[src/rtl/mux_arb_n.sv]
// N-channel registered valid/ready multiplexer with fixed-select or round-robin arbitration.
// Optional transfer counter port xfer_cnt is enabled by defining MUX_ARB_STATS_EN.
module mux_arb_n #(
    parameter int unsigned WIDTH = 8,
    parameter int unsigned N     = 4,
    localparam int unsigned SELW = (N > 1) ? $clog2(N) : 1
) (
    input  logic               clk,
    input  logic               rst,
    input  logic               mode,
    input  logic [SELW-1:0]    sel,
    input  logic [N-1:0]       in_valid,
    input  logic [N*WIDTH-1:0] in_data,
    output logic [N-1:0]       in_ready,
    output logic               out_valid,
    output logic [WIDTH-1:0]   out_data,
    output logic [SELW-1:0]    out_ch,
`ifdef MUX_ARB_STATS_EN
    output logic [15:0]        xfer_cnt,
`endif
    input  logic               out_ready
);

    logic [SELW-1:0]  ptr;
    logic             grant_ok;
    logic [SELW-1:0]  grant_idx;
    logic [N-1:0]     grant_vec;
    logic [WIDTH-1:0] grant_data;
    logic             load;
    logic             in_xfer;

    // Grant decision: external select in fixed mode, first requester from ptr in rr mode
    always_comb begin
        grant_ok  = 1'b0;
        grant_idx = '0;
        if (mode) begin
            for (int k = 0; k < int'(N); k++) begin
                if (!grant_ok && in_valid[(int'(ptr) + k) % int'(N)]) begin
                    grant_ok  = 1'b1;
                    grant_idx = SELW'((int'(ptr) + k) % int'(N));
                end
            end
        end else begin
            for (int i = 0; i < int'(N); i++) begin
                if (SELW'(i) == sel && in_valid[i]) begin
                    grant_ok  = 1'b1;
                    grant_idx = SELW'(i);
                end
            end
        end
    end

    always_comb begin
        grant_vec  = '0;
        grant_data = '0;
        for (int i = 0; i < int'(N); i++) begin
            if (grant_ok && SELW'(i) == grant_idx) begin
                grant_vec[i] = 1'b1;
                grant_data   = in_data[i*WIDTH +: WIDTH];
            end
        end
    end

    assign load     = !out_valid || out_ready;
    assign in_xfer  = grant_ok && load && !rst;
    assign in_ready = (load && !rst) ? grant_vec : '0;

    // Output register stage and round-robin pointer
    always_ff @(posedge clk) begin
        if (rst) begin
            out_valid <= 1'b0;
            out_data  <= '0;
            out_ch    <= '0;
            ptr       <= '0;
        end else begin
            if (in_xfer) begin
                out_valid <= 1'b1;
                out_data  <= grant_data;
                out_ch    <= grant_idx;
                if (mode) begin
                    ptr <= (grant_idx == SELW'(N - 1)) ? '0 : grant_idx + SELW'(1);
                end
            end else if (out_valid && out_ready) begin
                out_valid <= 1'b0;
            end
        end
    end

`ifdef MUX_ARB_STATS_EN
    always_ff @(posedge clk) begin
        if (rst) begin
            xfer_cnt <= '0;
        end else if (out_valid && out_ready) begin
            xfer_cnt <= xfer_cnt + 16'd1;
        end
    end
`endif

endmodule

[config.mk]
export PLATFORM = sky130hd
export DESIGN_NAME = mux_arb_n
export DESIGN_NICKNAME = d
export VERILOG_FILES = /design/src/rtl/mux_arb_n.sv
export SDC_FILE = /design/constraint.sdc
export NUM_CORES = 1
export LEC_CHECK = 0
export ABC_AREA = 0
export ABC_CLOCK_PERIOD_IN_PS = 3600
export CAP_MARGIN = 15
export CORE_MARGIN = 2
export CORE_UTILIZATION = 38
export CTS_CLUSTER_DIAMETER = 80
export DETAILED_ROUTE_END_ITERATION = 12
export GPL_ROUTABILITY_DRIVEN = 1
export PLACE_DENSITY = 0.78
export REMOVE_ABC_BUFFERS = 1
export SYNTH_ARGS = -nofsm -noshare
export SYNTH_HDL_FRONTEND = slang
export SYNTH_SLANG_ARGS = --single-unit
[constraint.sdc]
create_clock -name clk -period 3.6 [get_ports clk]
set_input_delay 0.72 -clock clk [delete_from_list [all_inputs] [get_ports clk]]
set_output_delay 0.72 -clock clk [all_outputs]
set_load 0.02 [all_outputs]
==> impl_results.html <==
<table>
<tr><th>Metric</th><th>Value</th></tr>
<tr><th colspan="2">Status</th></tr>
<tr><td>Outcome</td><td>completed</td></tr>
<tr><th colspan="2">Floorplanning</th></tr>
<tr><td>DIE HEIGHT</td><td>between 50 and 60 um</td></tr>
<tr><td>Die area</td><td>approximately 0.0031 mm^2</td></tr>
<tr><td>I/O pin count</td><td>57</td></tr>
<tr><td>Initial core utilization</td><td>approximately two fifths</td></tr>
<tr><td>Number of core rows</td><td>18</td></tr>
<tr><td>DIE WIDTH</td><td>~56 um</td></tr>
<tr><td>CORE AREA</td><td>approximately 0.0025 mm^2</td></tr>
<tr><th colspan="2">Power and ir drop</th></tr>
<tr><td>Leak Pwr</td><td>a little under 0.0007 uW</td></tr>
<tr><td>Worst voltage drop across the vdd grid</td><td>~0.18 mV</td></tr>
<tr><td>Total power</td><td>~520 uW</td></tr>
<tr><td>Total power per unit cell area</td><td>303 mW/mm^2</td></tr>
<tr><th colspan="2">Detailed routing</th></tr>
<tr><td>Total wirelength of the detailed-routed design</td><td>3230 um</td></tr>
<tr><td>Number of nets still failing antenna checks after routing</td><td>0</td></tr>
<tr><td>Total number of vias</td><td>1,226</td></tr>
<tr><td>DR WL/cell</td><td>roughly 14 um</td></tr>
<tr><td>Drc violations</td><td>0</td></tr>
<tr><td>Initial detailed-routing violation count</td><td>21</td></tr>
<tr><td>Detailed-route vias per instance</td><td>about 5.4</td></tr>
<tr><td>Router iterations before antenna repair</td><td>4</td></tr>
<tr><th colspan="2">Synthesis</th></tr>
<tr><td>Cell with the most instances after synthesis</td><td>sky130_fd_sc_hd__o21ai_0</td></tr>
<tr><td>Synth Instances</td><td>~130</td></tr>
<tr><td>Fraction of the mapped netlist area in compound gates</td><td>28.9%</td></tr>
<tr><td>Synthesized area per cell</td><td>8.01 um^2</td></tr>
<tr><td>Synth Area in XOR/XNOR</td><td>0%</td></tr>
<tr><td>Yosys warning count</td><td>0</td></tr>
<tr><td>Synth async-reset ratio</td><td>0%</td></tr>
<tr><td>Share of the yosys chip area belonging to registers</td><td>25.4%</td></tr>
<tr><td>Number of distinct standard cells referenced by the synthesized netlist</td><td>32</td></tr>
<tr><td>Simple-gate area share of the yosys netlist</td><td>about 25%</td></tr>
<tr><td>Portion of netlist area occupied by mux cells</td><td>9.52%</td></tr>
<tr><td>Most frequent cells after synthesis</td><td>sky130_fd_sc_hd__o21ai_0, sky130_fd_sc_hd__dfxtp_1, sky130_fd_sc_hd__a21oi_1, sky130_fd_sc_hd__nor2b_1, sky130_fd_sc_hd__nand2_1</td></tr>
<tr><td>Ranking of synthesized cells by area</td><td>sky130_fd_sc_hd__dfxtp_1, sky130_fd_sc_hd__a221o_1, sky130_fd_sc_hd__o21ai_0</td></tr>
<tr><td>Dominant cell type by area after synthesis</td><td>sky130_fd_sc_hd__dfxtp_1</td></tr>
<tr><td>Flip-flop and latch count after synthesis</td><td>13</td></tr>
<tr><td>Post-synth EDFFs</td><td>0</td></tr>
<tr><td>Top FF cell, synth</td><td>sky130_fd_sc_hd__dfxtp_1</td></tr>
<tr><td>Cell area after synthesis</td><td>between 0.001 and 0.0015 mm^2</td></tr>
<tr><td>Adder-Cell Fraction of Synth Area</td><td>4.88%</td></tr>
<tr><td>Main combinational cell family by area after synthesis</td><td>compound AO/OA/AOI/OAI gates</td></tr>
<tr><td>Fraction of post-synthesis cell area in the top cell type by area</td><td>25.4%</td></tr>
<tr><th colspan="2">Final layout</th></tr>
<tr><td>Sequential Area</td><td>about 260 um^2</td></tr>
<tr><td># nets final</td><td>242</td></tr>
<tr><td>Post-route standard cell area excluding fillers</td><td>around 0.0017 mm^2</td></tr>
<tr><td>Inserted Diodes</td><td>0</td></tr>
<tr><td>Fraction of final layout cells with drive strength greater than 1</td><td>15.4%</td></tr>
<tr><td>Area added between synthesis and finish</td><td>68.7%</td></tr>
<tr><td>Number of fill cells</td><td>220</td></tr>
<tr><td>Area of the multi-input gates</td><td>704 um^2</td></tr>
<tr><th colspan="2">Timing</th></tr>
<tr><td>Setup tns final</td><td>0 ps</td></tr>
<tr><td>Number of hold violations in the final report</td><td>0</td></tr>
<tr><td>Max Clk Rate</td><td>between 0.2 and 0.3 GHz</td></tr>
<tr><td>Minimum period implied by the final worst setup slack</td><td>between 3000 and 4000 ps</td></tr>
<tr><td>Number of setup violations in the final report</td><td>0</td></tr>
<tr><td>Final worst hold slack</td><td>~480 ps</td></tr>
<tr><td>Slew @ Worst Pin</td><td>between 400 and 500 ps</td></tr>
<tr><td>Slew Viols, Final</td><td>0</td></tr>
<tr><td>Post-route clock skew</td><td>about 8.0 ps</td></tr>
<tr><td>Tightest slew margin relative to the limit</td><td>between 60% and 70%</td></tr>
<tr><td>Final clock period utilization by the worst path</td><td>about 100%</td></tr>
<tr><th colspan="2">Critical path</th></tr>
<tr><td>Endpoint required time on the critical path</td><td>2880 ps</td></tr>
<tr><td>FF-to-FF Start</td><td>ptr[1]</td></tr>
<tr><td>Cell family with most CP delay</td><td>buffers and inverters</td></tr>
<tr><td>Critical-path cell with the highest stage delay</td><td>sky130_fd_sc_hd__clkdlybuf4s50_1</td></tr>
<tr><td>Capturing point of the worst reg2reg path</td><td>out_data[3]</td></tr>
<tr><td>CP Buf/Inv Count</td><td>4</td></tr>
<tr><td>Endpoint class of the critical path</td><td>output port</td></tr>
<tr><td>Kind of start point of the critical path</td><td>input pin</td></tr>
<tr><td>Worst EP arrival</td><td>between 2000 and 3000 ps</td></tr>
<tr><td>Worst setup path endpoint</td><td>in_ready[1]</td></tr>
<tr><td>Critical path depth</td><td>9</td></tr>
<tr><td>Critical Path Fanout Max</td><td>6</td></tr>
<tr><td>Critical Path Start</td><td>in_valid[2]</td></tr>
<tr><td>Reg2reg setup slack</td><td>1000 ps</td></tr>
<tr><td>Ordered list of cells on the worst path</td><td>clkdlybuf4s50_1 &gt; or2b_1 &gt; a21o_1 &gt; a31oi_1 &gt; buf_4 &gt; inv_1 &gt; ha_1 &gt; nor3b_1 &gt; dlygate4sd2_1</td></tr>
<tr><td>Worst reg-to-reg path cell count</td><td>11</td></tr>
<tr><td>Slowest Stage Delay on Critical Path</td><td>between 500 and 600 ps</td></tr>
<tr><td>WS Path Type</td><td>in2out</td></tr>
<tr><th colspan="2">Flow run</th></tr>
<tr><td>Max Cap Violations</td><td>0</td></tr>
<tr><th colspan="2">Clocking</th></tr>
<tr><td>CTS clock-pin slew for the worst setup and hold paths</td><td>80 ps</td></tr>
<tr><td>CTS H-tree lvls</td><td>1</td></tr>
<tr><td>Clock network latency to the later pin of the worst-skew pair</td><td>~280 ps</td></tr>
<tr><td>Number of buffers added to fix hold violations after cts</td><td>0</td></tr>
<tr><td>Clock tree from TritonCTS</td><td>yes</td></tr>
<tr><td>Number of clock sinks</td><td>13</td></tr>
<tr><td>Maximum root-to-sink buffer count</td><td>2</td></tr>
<tr><td>TritonCTS buffer count</td><td>3</td></tr>
<tr><td>Clock root cell</td><td>sky130_fd_sc_hd__clkbuf_4</td></tr>
<tr><th colspan="2">Global routing</th></tr>
<tr><td>Total overflow reported by the global router</td><td>0</td></tr>
<tr><td>Pin count of the biggest net entering global routing</td><td>18</td></tr>
<tr><td>Total routing usage reported by global routing</td><td>20.6%</td></tr>
<tr><td>Vias in the first global route</td><td>about 1,200</td></tr>
<tr><td>Number of antenna violations at the first check in global routing</td><td>0</td></tr>
<tr><td>Wire length of the first global-routing pass</td><td>roughly 5200 um</td></tr>
<tr><th colspan="2">Placed design</th></tr>
<tr><td>Cell area after placement</td><td>0.00170 mm^2</td></tr>
<tr><td>Final estimated routing congestion in global placement</td><td>0.767</td></tr>
<tr><td>Final HPWL DP</td><td>2610 um</td></tr>
<tr><td>Number of buffers added on ports</td><td>56</td></tr>
<tr><th colspan="2">Hold path</th></tr>
<tr><td>Class of the most critical hold timing path</td><td>reg2reg</td></tr>
</table>
==> logic make-up (layout without fill, tap and decap cells) <==
group           after synthesis  count (layout)
compound gates               45              45
fa+ha+maj                     4               4
buf+inv                      14              81
flops                        13              13
mux                           7               7
simple gates                 45              45
==> layout by cell type (no fill, tap or decap), types with 8 or more instances in the layout <==
master and n:
sky130_fd_sc_hd__buf_4 17, sky130_fd_sc_hd__clkdlybuf4s50_1 52, sky130_fd_sc_hd__nand2_1 10, sky130_fd_sc_hd__nor2b_1 11, sky130_fd_sc_hd__nand4_1 8, sky130_fd_sc_hd__a21oi_1 11
sky130_fd_sc_hd__o21ai_0 16, sky130_fd_sc_hd__dfxtp_1 13, sky130_fd_sc_hd__a221o_1 8
==> worst register-to-register path: stages, from the launching register on <==
cell and delay, ps:
sky130_fd_sc_hd__dfxtp_1 430, sky130_fd_sc_hd__nand2_1 110, sky130_fd_sc_hd__or2_2 310, sky130_fd_sc_hd__a31oi_1 190
sky130_fd_sc_hd__buf_4 170, sky130_fd_sc_hd__inv_1 60, sky130_fd_sc_hd__ha_1 210, sky130_fd_sc_hd__buf_4 190
sky130_fd_sc_hd__or2_2 360, sky130_fd_sc_hd__a221o_1 280, sky130_fd_sc_hd__nand4_1 110, sky130_fd_sc_hd__a21oi_1 70
==> layer usage <==
metal | share of wire (%) | global-route usage (%) | wire length (um) | up-vias
li1 | - | - | - | 610
met1 | 43 | 25.6 | 1400 | 554
met2 | 48 | 35.4 | 1570 | 58
met3 | 6.6 | 2.33 | 214 | 4
met4 | 1.6 | 9.52 | 51 | 0
met5 | 0 | 0 | 0 | -
==> where the power goes <==
group          total (uW)  switching, uW  internal [uW]  leakage [uW]
sequential            173           11.0            162      0.000107
combinational         260            116            144      0.000564
clock                91.4           50.2           41.3     0.0000177
==> worst min-delay path by stage <==
stage | startpoint | end | slack (ps) | depth (start not counted)
after floorplan | ptr[0] | ptr[0] | 510 | 2
after global routing | out_data[6] | out_data[6] | 510 | 2
after global placement | out_data[6] | out_data[6] | 470 | 2
after detailed placement | out_data[6] | out_data[6] | 470 | 2
final | out_data[0] | out_data[0] | 480 | 2
after CTS | out_data[0] | out_data[0] | 480 | 2
==> timing repair <==
action	CTS	global route
pin swaps	0	1
buffers inserted	0	1
resized for setup	4	3
endpoints found under the setup margin	4	3
==> state kept, by name (all words and copies together), names as in the netlist <==
register / flops
out_data: 8
ptr: 2
out_ch: 2
out_valid: 1
==> through the flow <==
step | setup WS [ps] | utilization (%) | instances
2_1_floorplan | 590 | - | 118
3_3_place_gp | -123 | 67.3 | 220
3_5_place_dp | -151 | 67.3 | 220
4_1_cts | 123 | 68.2 | 224
5_1_grt | -73.9 | 68.6 | 225
6_report | 15.0 | 68.6 | 225
==> cell type report <==
| cell class | count | share of cell area (%) |
|---|---|---|
| well taps | 30 | 2.17 |
| clock buffers | 3 | 1.30 |
| multi-input cells | 101 | 40.7 |
| repair buffers | 73 | 39.6 |
| flip-flops and latches | 13 | 15.1 |
| inverters | 4 | 0.868 |
| clock inverters | 1 | 0.289 |
Note: power is estimated with default switching activity, not from simulation.
